$ cat config.mk
export PLATFORM = sky130hd
export DESIGN_NAME = layer_sequencer
export DESIGN_NICKNAME = d
export VERILOG_FILES = /design/src/rtl/layer_sequencer.sv
export SDC_FILE = /design/constraint.sdc
export NUM_CORES = 1
export LEC_CHECK = 0
export ABC_CLOCK_PERIOD_IN_PS = 4900
export BUFFER_PORTS_ARGS = -buffer_cell sky130_fd_sc_hd__buf_2
export CORE_AREA = 3 3 144 146
export CTS_BUF_LIST = sky130_fd_sc_hd__clkbuf_2
export CTS_CLUSTER_DIAMETER = 40
export DETAILED_ROUTE_END_ITERATION = 7
export DIE_AREA = 0 0 147 149
export PLACE_DENSITY = 0.74
export SLEW_MARGIN = 40
export SYNTH_ARGS = -nofsm -noshare
export SYNTH_HDL_FRONTEND = slang
export SYNTH_SLANG_ARGS = --single-unit
$ cat constraint.sdc
create_clock -name clk -period 4.9 [get_ports clk]
set_input_delay 0.98 -clock clk [delete_from_list [all_inputs] [get_ports clk]]
set_output_delay 0.98 -clock clk [all_outputs]
set_load 0.03 [all_outputs]
$ cat src/rtl/layer_sequencer.sv
// rtl/layer_sequencer.sv - shared-MAC sequencer for one fully connected layer
// Optional LAYER_SEQ_RELU_EN: clamp negative saturated results to zero.
module layer_sequencer #(
  parameter int NUMBER_NEURON   = 30,
  parameter int INPUT_DATA_SIZE = 196,
  parameter int RESOLUTION      = 8,
  parameter int FRAC_BITS       = 0,
  localparam int IN_AW = (INPUT_DATA_SIZE > 1) ? $clog2(INPUT_DATA_SIZE) : 1,
  localparam int W_AW  = (NUMBER_NEURON * INPUT_DATA_SIZE > 1) ?
                         $clog2(NUMBER_NEURON * INPUT_DATA_SIZE) : 1,
  localparam int N_AW  = (NUMBER_NEURON > 1) ? $clog2(NUMBER_NEURON) : 1
) (
  input  logic                         clk,
  input  logic                         reset,
  input  logic                         start,
  output logic                         busy,
  output logic                         done,
  output logic [IN_AW-1:0]             in_addr,
  input  logic signed [RESOLUTION-1:0] in_data,
  output logic [W_AW-1:0]              w_addr,
  input  logic signed [RESOLUTION-1:0] w_data,
  output logic [N_AW-1:0]              b_addr,
  input  logic signed [RESOLUTION-1:0] b_data,
  output logic                         out_we,
  output logic [N_AW-1:0]              out_addr,
  output logic signed [RESOLUTION-1:0] out_data
);

  localparam int ACC_W     = 2 * RESOLUTION + $clog2(INPUT_DATA_SIZE) + 1;
  localparam int SAT_MAX_I = 2 ** (RESOLUTION - 1) - 1;
  localparam int SAT_MIN_I = -(2 ** (RESOLUTION - 1));
  localparam logic signed [ACC_W:0] SAT_MAX = (ACC_W + 1)'(SAT_MAX_I);
  localparam logic signed [ACC_W:0] SAT_MIN = (ACC_W + 1)'(SAT_MIN_I);

  typedef enum logic [1:0] {S_IDLE, S_MAC, S_DRAIN, S_WRITE} state_t;

  state_t                        state_q, state_d;
  logic [N_AW-1:0]               n_q, n_d;
  logic [IN_AW-1:0]              k_q, k_d;
  logic [W_AW-1:0]               w_q, w_d;
  logic signed [ACC_W-1:0]       acc_q, acc_d;
  logic                          busy_q, busy_d;
  logic                          done_q, done_d;
  logic                          we_q, we_d;
  logic [N_AW-1:0]               out_addr_q, out_addr_d;
  logic signed [RESOLUTION-1:0]  out_data_q, out_data_d;

  logic signed [2*RESOLUTION-1:0] prod;
  logic signed [ACC_W-1:0]        acc_sum;
  logic signed [ACC_W-1:0]        acc_shift;
  logic signed [ACC_W:0]          res_wide;
  logic signed [RESOLUTION-1:0]   res_sat;
  logic signed [RESOLUTION-1:0]   res_final;

  // Memory data lags the address by one cycle, so the product here belongs to k-1.
  assign prod      = in_data * w_data;
  assign acc_sum   = acc_q + {{(ACC_W - 2*RESOLUTION){prod[2*RESOLUTION-1]}}, prod};
  assign acc_shift = acc_sum >>> FRAC_BITS;
  assign res_wide  = {acc_shift[ACC_W-1], acc_shift}
                   + {{(ACC_W + 1 - RESOLUTION){b_data[RESOLUTION-1]}}, b_data};

  always_comb begin
    res_sat = res_wide[RESOLUTION-1:0];
    if (res_wide > SAT_MAX) begin
      res_sat = {1'b0, {(RESOLUTION-1){1'b1}}};
    end else if (res_wide < SAT_MIN) begin
      res_sat = {1'b1, {(RESOLUTION-1){1'b0}}};
    end
  end

`ifdef LAYER_SEQ_RELU_EN
  assign res_final = res_sat[RESOLUTION-1] ? '0 : res_sat;
`else
  assign res_final = res_sat;
`endif

  always_comb begin
    state_d    = state_q;
    n_d        = n_q;
    k_d        = k_q;
    w_d        = w_q;
    acc_d      = acc_q;
    busy_d     = busy_q;
    done_d     = 1'b0;
    we_d       = 1'b0;
    out_addr_d = out_addr_q;
    out_data_d = out_data_q;
    case (state_q)
      S_IDLE: begin
        if (start) begin
          state_d = S_MAC;
          n_d     = '0;
          k_d     = '0;
          w_d     = '0;
          busy_d  = 1'b1;
        end
      end
      S_MAC: begin
        acc_d = (k_q == '0) ? '0 : acc_sum;
        if (k_q == IN_AW'(INPUT_DATA_SIZE - 1)) begin
          state_d = S_DRAIN;
        end else begin
          k_d = k_q + IN_AW'(1);
          w_d = w_q + W_AW'(1);
        end
      end
      S_DRAIN: begin
        // Last product lands here; the result is registered straight into WRITE.
        acc_d      = acc_sum;
        state_d    = S_WRITE;
        we_d       = 1'b1;
        out_addr_d = n_q;
        out_data_d = res_final;
      end
      S_WRITE: begin
        if (n_q != N_AW'(NUMBER_NEURON - 1)) begin
          n_d     = n_q + N_AW'(1);
          k_d     = '0;
          w_d     = w_q + W_AW'(1);
          state_d = S_MAC;
        end else begin
          state_d = S_IDLE;
          busy_d  = 1'b0;
          done_d  = 1'b1;
        end
      end
      default: state_d = S_IDLE;
    endcase
  end

  always_ff @(posedge clk or posedge reset) begin
    if (reset) begin
      state_q    <= S_IDLE;
      n_q        <= '0;
      k_q        <= '0;
      w_q        <= '0;
      acc_q      <= '0;
      busy_q     <= 1'b0;
      done_q     <= 1'b0;
      we_q       <= 1'b0;
      out_addr_q <= '0;
      out_data_q <= '0;
    end else begin
      state_q    <= state_d;
      n_q        <= n_d;
      k_q        <= k_d;
      w_q        <= w_d;
      acc_q      <= acc_d;
      busy_q     <= busy_d;
      done_q     <= done_d;
      we_q       <= we_d;
      out_addr_q <= out_addr_d;
      out_data_q <= out_data_d;
    end
  end

  assign busy     = busy_q;
  assign done     = done_q;
  assign out_we   = we_q;
  assign out_addr = out_addr_q;
  assign out_data = out_data_q;
  assign in_addr  = k_q;
  assign w_addr   = w_q;
  assign b_addr   = n_q;

endmodule

Word level (Yosys, flattened, before mapping)
Index checks and enable logic that the tools add are counted.
W data, S select, Z words.
{"block": "op_classes", "n_mux": 25, "reduce_logical": 9, "n_lt_le_gt_ge": 2, "add_sub_neg": 5, "n_eq_ne": 10, "mul": 1}
{"op": "$pmux W25 S2", "count": 1}
{"op": "$mux W8", "count": 5}
{"op": "$mux W13", "count": 3}
{"op": "$pmux W13 S3", "count": 1}
{"op": "$add A25 B8 Y26", "count": 1}
{"op": "$gt A26 B8 Y1 const B", "count": 1}
{"op": "$lt A26 B8 Y1 const B", "count": 1}
{"op": "$add A25 B25 Y25", "count": 1}
{"op": "$mux W25", "count": 1}
{"op": "$pmux W8 S3", "count": 1}
{"op": "$mul A8 B8 Y16", "count": 1}
{"op": "$add A13 B1 Y13 const B", "count": 1}
{"op": "$mux W5", "count": 2}
{"op": "$ne A2 B2 Y1 const B", "count": 5}
{"op": "$pmux W5 S2", "count": 1}
{"op": "$add A8 B1 Y8 const B", "count": 1}
{"op": "$eq A8 B8 Y1 const B", "count": 1}
{"op": "$logic_not A8 Y1", "count": 1}
{"op": "$pmux W2 S4", "count": 1}
{"op": "$mux W1", "count": 6}
{"op": "$reduce_and A3 Y1", "count": 2}
{"op": "$add A5 B1 Y5 const B", "count": 1}
{"op": "$ne A5 B5 Y1 const B", "count": 1}
{"op": "$eq A2 B2 Y1 const B", "count": 2}
{"op": "other kinds (8)", "count": 10}
{"block": "totals", "reg_bits": 69, "inputBits": 27}

Depth between registers and ports, before layout
Gate-level depths: netlist of the first run.
{"block": "depth", "ltp_word": 6, "depth_mapped": 38, "mapped_depth_nobuf": 37}

Worst setup path before layout of the first run
No wires, ideal clock.
{"block": "synth_path", "path_kind": "input -> register", "from": "in w_data[3]", "to": "reg out_data_q[1], in the netlist out_data[1]", "path_slack_ps": -3836, "path_stages": 32, "setup_time_ps": 144, "t_arrival_ps": 8592, "n_path_buf": 1, "cell_sequence": "and2_1 fa_1 inv_1 fa_1 inv_1 fa_1 inv_1 fa_1 inv_1 ha_1 and3_1 a21oi_1 a31oi_1 xnor2_1 ha_1 a2111o_1 a21oi_1 a2bb2oi_1 nor4_1 nor2_1 nor2_1 nor2_1 ha_1 clkbuf_1 o21a_1 nor2_1 a31oi_1 a31oi_2 xnor2_1 or4b_4 o41ai_4 o22ai_1"}
{"block": "synth_via", "elab_chain_cells": 6, "elab_cells_between_ends": 7}
{"element": "from (decl)", "line_no": "21", "text": "input logic signed [RESOLUTION-1:0] w_data,"}
{"element": "$mul A8 B8 Y16 *", "line_no": "56", "text": "assign prod = in_data * w_data;"}
{"element": "$add A25 B25 Y25 *", "line_no": "57", "text": "assign acc_sum = acc_q + {{(ACC_W - 2*RESOLUTION){prod[2*RESOLUTION-1]}}, prod};"}
{"element": "$add A25 B8 Y26 *", "line_no": "60", "text": "+ {{(ACC_W + 1 - RESOLUTION){b_data[RESOLUTION-1]}}, b_data};"}
{"element": "$lt A26 B8 Y1", "line_no": "66", "text": "end else if (res_wide < SAT_MIN) begin"}
{"element": "$mux W8", "line_no": "66"}
{"element": "$mux W8 *", "line_no": "64", "text": "if (res_wide > SAT_MAX) begin"}
{"element": "to (signal assigned)", "line_no": "153", "text": "out_data_q <= out_data_d;"}
{"element": "to (decl)", "line_no": "46", "text": "logic signed [RESOLUTION-1:0] out_data_q, out_data_d;"}
Mark *: on every way between the ends. The rest lies on a longest branch, timed or not.
A chain may end at the register's enable or synchronous reset.

Final worst setup path of the first run
{"block": "layout_path", "from": "in in_data[6]", "to": "reg out_data_q[3], in the netlist out_data[3]"}
{"block": "layout_via", "elab_chain_cells": 6, "elab_cells_between_ends": 7}
{"element": "from (decl)", "line_no": "19", "text": "input logic signed [RESOLUTION-1:0] in_data,"}
{"element": "$mul A8 B8 Y16 *", "line_no": "56"}
{"element": "$add A25 B25 Y25 *", "line_no": "57"}
{"element": "$add A25 B8 Y26 *", "line_no": "60"}
{"element": "$lt A26 B8 Y1", "line_no": "66"}
{"element": "$mux W8", "line_no": "66"}
{"element": "$mux W8 *", "line_no": "64"}
Marks and branches as above.

==> flow_metrics.py, run 1 <==
metrics = {
    "finish": {
        "drive_gt1_share_pct": 41.5,
        "nNetsFinal": 1542,
        "syn_to_final_growth_pct": 49.2,
        "postLayoutCellArea_um2": 13000,
        "multiInputGateArea_um2": 7600,
        "antenna_cells": 0,
        "ff_latch_area_um2": 1730,
        "fillers": 1325,
    },
    "sta": {
        "finalMaxSlewViolations": 0,
        "fin_crit_sh_pct": 167,
        "skew_ns": 0.0487,
        "finalHoldViolCount": 0,
        "fmax_mhz": 122,
        "max-slew-margin-rel_pct": 53.9,
        "worstMarginPinSlew_ns": 0.686,
        "tns_ns": -43.51,
        "setup_slack_ns": -3.31,
        "rsz0062_at_grt": "true",
        "finalSetupViolCount": 24,
        "min_period_ns": 8.21,
    },
    "logic_synthesis": {
        "syn_area_per_cell_um2": 8.57,
        "yosys.area.top_type": "dfrtp_1",
        "synthAdderAreaFrac_pct": 26.3,
        "yosysSeqAreaShare_pct": 19.8,
        "yosysTopAreaCellShare_pct": 19.8,
        "synth_seq_cells": 69,
        "synth.net_count": 1193,
        "synth_edf_count": 0,
        "ys_warn_count": 0,
        "async_flop_share_pct": 100,
        "synth_top_family_by_area": "adder cells",
        "yosys.area_share.simple_pct": 19.6,
        "netlist_area_um2": 8720,
        "ys_top_cells_by_area": "dfrtp_1 20%, ha_1 13%, fa_1 13%",
        "yosys-top-cells-count": "118 x inv_1, 92 x ha_1, 69 x dfrtp_1, 68 x nand2_1, 60 x nor2_1",
        "synthCells": 1017,
        "synthFlopType": "dfrtp_1",
        "synth_xor_xnor_area_share_pct": 5.83,
        "synth_compound_area_share_pct": 21.0,
        "synth.most_common_cell": "inv_1",
        "synth_cell_types": 75,
        "synth_mux_area_share_pct": 1.28,
    },
    "drt": {
        "wl_per_cell_um": 18.7,
        "vias": 9484,
        "drc_errors": 0,
        "antenna_left": 0,
        "totalWireLength_um": 30600,
        "viasPerCell": 5.80,
        "drtIter0Drc": 744,
        "drtPass1Iterations": 8,
    },
    "global_routing": {
        "track_usage_pct": 24.8,
        "globalRouteOverflowTotal": 0,
        "grt_pass1_wl_um": 45200,
        "grt_max_degree": 50,
        "grt_pass1_vias": 9354,
        "antenna_found_initial": 0,
    },
    "die": {
        "die_h_um": 149,
        "fp-row-count": 51,
        "fp.dieW_um": 147,
        "start_util_pct": 44.6,
        "core-area_um2": 19500,
        "io_pins": 69,
        "dieArea_um2": 21900,
    },
    "placement": {
        "io_buffers": 68,
        "hpwl_um": 18900,
        "gp_congestion": 0.917,
        "placed_area_um2": 11400,
    },
    "hold_path": {
        "min_path_type": "primary input to async pin",
    },
    "critical_path": {
        "worstSetupEndpointType": "flop",
        "worst-path-max-fanout": 7,
        "cp-start-kind": "primary input",
        "slowest_delay_ns": 0.60,
        "crit_slowest_cell": "or4b_4",
        "critical_path_class": "primary input to flop",
        "worstPathRequired_ns": 5.40,
        "path_buf_inv": 12,
        "crit_top_cell": "buf_4",
        "arrival_ns": 8.71,
        "worst_path_dominant_cell_family": "adder cells",
    },
    "clock_tree": {
        "cts_tree": "built",
        "hold_buffers": 0,
        "numClockSinks": 69,
        "ctsLongestPathBuffers": 2,
        "clkSlewWorstSetupHoldPaths_ns": 0.27,
        "cts-root-buf": "clkbuf_2",
        "insertion_delay_ns": 0.61,
        "cts_max_level": 3,
        "numCtsBuffers": 9,
    },
    "outcome": {
        "violations": "setup timing",
        "outcome": "finished, violations left",
    },
    "job": {
        "max_cap_viol_count": 0,
    },
}
-- sequential cells by signal (all words and copies together), names as in the netlist --
name	cells
in_addr	8
acc_q	25
busy	1
done	1
b_addr	5
out_we	1
out_addr	5
state_q	2
w_addr	13
out_data	8
-- timing repair --
item | in CTS | in global routing
setup endpoints to repair | 24 | 24
gates resized for setup | 125 | 97
setup buffers | 38 | 15
pin swaps | 108 | 53
-- cell families after synthesis --
group                    count (synthesis)
flip-flops                              69
multiplexers                            10
buffers and inverters                  142
AND/OR/NAND/NOR                        325
XOR/XNOR                                58
adder cells (fa/ha/maj)                149
AO/OA/AOI/OAI                          264
-- cell type report --
cell class	count	area share, %
multi-input cells	806	58.4
clock inverters	7	0.808
flip-flops and latches	69	13.3
clock buffers	9	0.346
repair buffers	361	21.1
well taps	265	2.55
inverters	119	3.45
-- worst reg2reg max path, stage by stage, from the launching register on --
cell and delay, ns:
dfrtp_1 0.45, ha_1 0.22, inv_1 0.07, fa_1 0.19, nor2b_1 0.06, o31ai_1 0.57, a211oi_4 0.18, or4_4 0.47
a31oi_4 0.29, o21bai_2 0.14, xor2_2 0.26, ha_2 0.38, a21oi_1 0.30, buf_4 0.19, nand2_1 0.07, o311ai_1 0.32
a211oi_1 0.13, buf_4 0.16, nor2_1 0.13, o2111ai_2 0.18, o41ai_4 0.38, buf_6 0.17, o22ai_1 0.09
-- worst paths after layout --
check | startpoint | to | slack [ns] | cells past startpoint
max in group asynchronous | reset | b_addr[3] | 3.68 | 3
min | reset | acc_q[13] | 0.44 | 2
max reg2reg | acc_q[0] | out_data[3] | -0.58 | 22
min reg2reg | out_addr[4] | out_addr[4] | 0.54 | 1
min in group clk | out_addr[4] | out_addr[4] | 0.54 | 1
max | in_data[6] | out_data[3] | -3.31 | 37
-- per-layer routing --
layer  up-vias  global-route usage [%]  routed length (um)
li1       4320                       -                   -
met1      4635                    30.6               11900
met2       403                    44.4               15500
met3       126                    3.65                1660
met4         0                    8.85                1510
met5         -                       0                   0
-- stage by stage --
step	hold WS [ns]	util [%]	worst slack, ns	instances
after CTS	0.449	63.9	-3.04	1623
final	0.439	66.6	-3.31	1636
after detailed placement	0.490	58.5	-3.90	1575
after global placement	0.485	58.5	-3.78	1575
after global routing	0.462	66.6	-3.57	1636
after floorplan	0.472	-	-3.17	1017
-- placed cells by master (no fill, tap or decap), drive strengths merged, types with 12 or more instances in the layout --
master,netlist,routed
a21o,24,24
and2,52,52
nand3,27,27
xnor2,35,35
o211ai,15,15
a22o,29,29
fa,57,57
buf,2,360
nand4,12,12
or3,13,13
a21oi,58,58
and3,14,14
nor3,23,23
inv,118,122
nand2,68,68
dfrtp,69,69
xor2,23,23
ha,92,92
nor2,60,60
o21ai,44,44
Power of run 1 is not shown: default switching activity piles up to over one toggle a cycle in this logic, so the estimate is an artifact.
==> inputs of run 2 (changes only) <==
- ABC_CLOCK_PERIOD_IN_PS: 4900 -> 9400
- CELL_PAD_IN_SITES_DETAIL_PLACEMENT: unset -> 1
- CELL_PAD_IN_SITES_GLOBAL_PLACEMENT: unset -> 1
- PLACE_DENSITY: 0.74 -> 0.87
- clock period: 4.9 -> 9.4 ns (I/O delays scaled with it)
==> run 2 against run 1 <==
The flow still finishes with violations (setup timing); register-to-register slack gained 4.0 ns; critical path depth grew 1; final area shrank 13%; non-clock buffer count shrank 107; hold slack gained 0.13 ns; critical path type unchanged.
==> flow_metrics.py, run 2 (same netlist as run 1, synthesis figures left out) <==
metrics = {
    "outcome": {
        "outcome": "finished, violations left",
        "violations": "setup timing",
    },
    "die": {
        "die_h_um": 149,
        "io_pins": 69,
        "fp-row-count": 51,
        "core-area_um2": 19500,
        "start_util_pct": 44.6,
        "fp.dieW_um": 147,
        "dieArea_um2": 21900,
    },
    "finish": {
        "syn_to_final_growth_pct": 29.7,
        "final_cell_mix": "181 x buf_4, 108 x inv_1, 79 x ha_1",
        "drive_gt1_share_pct": 30.0,
        "final_util_pct": 57.9,
        "postLayoutCellArea_um2": 11300,
        "fin_cells": 1535,
        "nNetsFinal": 1435,
        "largest_reg_flops": 25,
        "final_common_cell": "buf_4",
        "largest_register": "acc_q",
    },
    "placement": {
        "gp_congestion": 0.907,
        "dp_cells": 1492,
        "placed_area_um2": 10600,
        "io_buffers": 68,
        "hpwl_um": 25500,
    },
    "critical_path": {
        "crit_slowest_cell": "fa_1",
        "critical_path_class": "primary input to flop",
        "worst_path_dominant_cell_family": "adder cells",
        "worstSetupEndpointType": "flop",
        "worstPathRequired_ns": 10.04,
        "reg2reg_slack_ns": 3.38,
        "crit_top_cell": "fa_1",
        "slowest_delay_ns": 0.60,
        "arrival_ns": 10.51,
        "cp-start-kind": "primary input",
        "path_buf_inv": 7,
        "worst-path-max-fanout": 5,
    },
    "clock_tree": {
        "numClockSinks": 69,
        "clkSlewWorstSetupHoldPaths_ns": 0.29,
        "insertion_delay_ns": 0.69,
        "ctsLongestPathBuffers": 2,
        "numCtsBuffers": 9,
        "cts-root-buf": "clkbuf_2",
        "cts_max_level": 3,
        "hold_buffers": 0,
        "cts_tree": "built",
    },
    "sta": {
        "finalSetupViolCount": 8,
        "finalMaxSlewViolations": 0,
        "skew_ns": 0.0507,
        "setup_slack_ns": -0.468,
        "max-slew-margin-rel_pct": 41.3,
        "fin_crit_sh_pct": 105,
        "fmax_mhz": 101,
        "finalHoldViolCount": 0,
        "min_period_ns": 9.87,
        "worstMarginPinSlew_ns": 0.881,
    },
    "drt": {
        "viasPerCell": 6.67,
        "drtPass1Iterations": 7,
        "antenna_left": 0,
        "drc_errors": 0,
        "drtIter0Drc": 1022,
        "wl_per_cell_um": 27.7,
        "totalWireLength_um": 42600,
        "vias": 10200,
    },
    "global_routing": {
        "antenna_found_initial": 2,
        "grt_max_degree": 70,
        "track_usage_pct": 28.9,
        "globalRouteOverflowTotal": 0,
        "grt_pass1_wl_um": 51300,
        "grt_pass1_vias": 10100,
    },
    "hold_path": {
        "min_path_type": "flop to flop",
    },
    "job": {
        "max_cap_viol_count": 0,
    },
}
-- run 2: cell types whose count changed in the layout (fill, tap and decap cells not counted), sizes merged --
| cell | change |
|---|---|
| diode | +6 |
| buf | -108 |
| clkbuf | +1 |
| bufinv | -2 |
| clkinv | +2 |
-- run 2: layer usage --
metal	global-route usage [%]	up-vias	routed length [um]
li1	-	4092	-
met1	32.9	5003	15000
met2	52.8	772	20500
met3	4.59	368	3110
met4	14.0	2	3980
met5	0	-	11
-- run 2: layout make-up --
type,count,area (um^2)
diodes,6,15.0
clock buffers,9,45.0
clock inverters,7,62.6
fillers,2328,8220
inverters,119,447
multi-input cells,806,6920
flip-flops and latches,69,1730
well taps,265,332
repair buffers,254,1760
-- run 2: stage by stage --
| stage | setup TNS [ns] | setup slack (ns) | hold WS, ns |
|---|---|---|---|
| 5_1_grt | -4.18 | -0.589 | 0.582 |
| 3_5_place_dp | -6.69 | -0.914 | 0.494 |
| 4_1_cts | 0 | 0.00184 | 0.544 |
| 3_3_place_gp | -1.67 | -0.268 | 0.488 |
| 6_report | -2.96 | -0.468 | 0.570 |
| 2_1_floorplan | 0 | 0.0222 | 0.475 |
-- run 2: path summary, 6_finish.rpt --
| path | startpoint | end | cells after the start |
|---|---|---|---|
| setup / recovery | in_data[0] | out_data[2] | 38 |
| hold / removal | out_addr[4] | out_addr[4] | 1 |
| setup reg to reg | acc_q[0] | out_data[2] | 24 |
| hold reg to reg | out_addr[4] | out_addr[4] | 1 |
| max in group asynchronous | reset | acc_q[19] | 3 |
| min in group asynchronous | reset | acc_q[6] | 3 |
-- run 2: what timing repair did --
action                                  CTS  global route
endpoints found under the setup margin    7             7
resized for setup                         9            97
pin swaps                                 2            62
cloned                                    0             0
setup buffers                             1            21
-- run 2: worst register-to-register path, stage by stage (launching register included) --
cell,delay [ns]
dfrtp_1,0.45
ha_1,0.25
inv_1,0.10
fa_1,0.22
nor2b_1,0.09
o31ai_1,0.59
a211oi_1,0.29
or4_4,0.58
a31oi_4,0.27
buf_4,0.16
o21bai_1,0.08
xor2_1,0.14
buf_4,0.16
ha_2,0.40
nand3_1,0.16
a21oi_2,0.20
a22o_1,0.19
buf_4,0.12
a31o_1,0.10
a31oi_1,0.10
xor2_1,0.23
buf_4,0.18
a2111oi_0,0.60
nand4_1,0.18
a31oi_1,0.20
Power of run 2 is left out for the same reason.
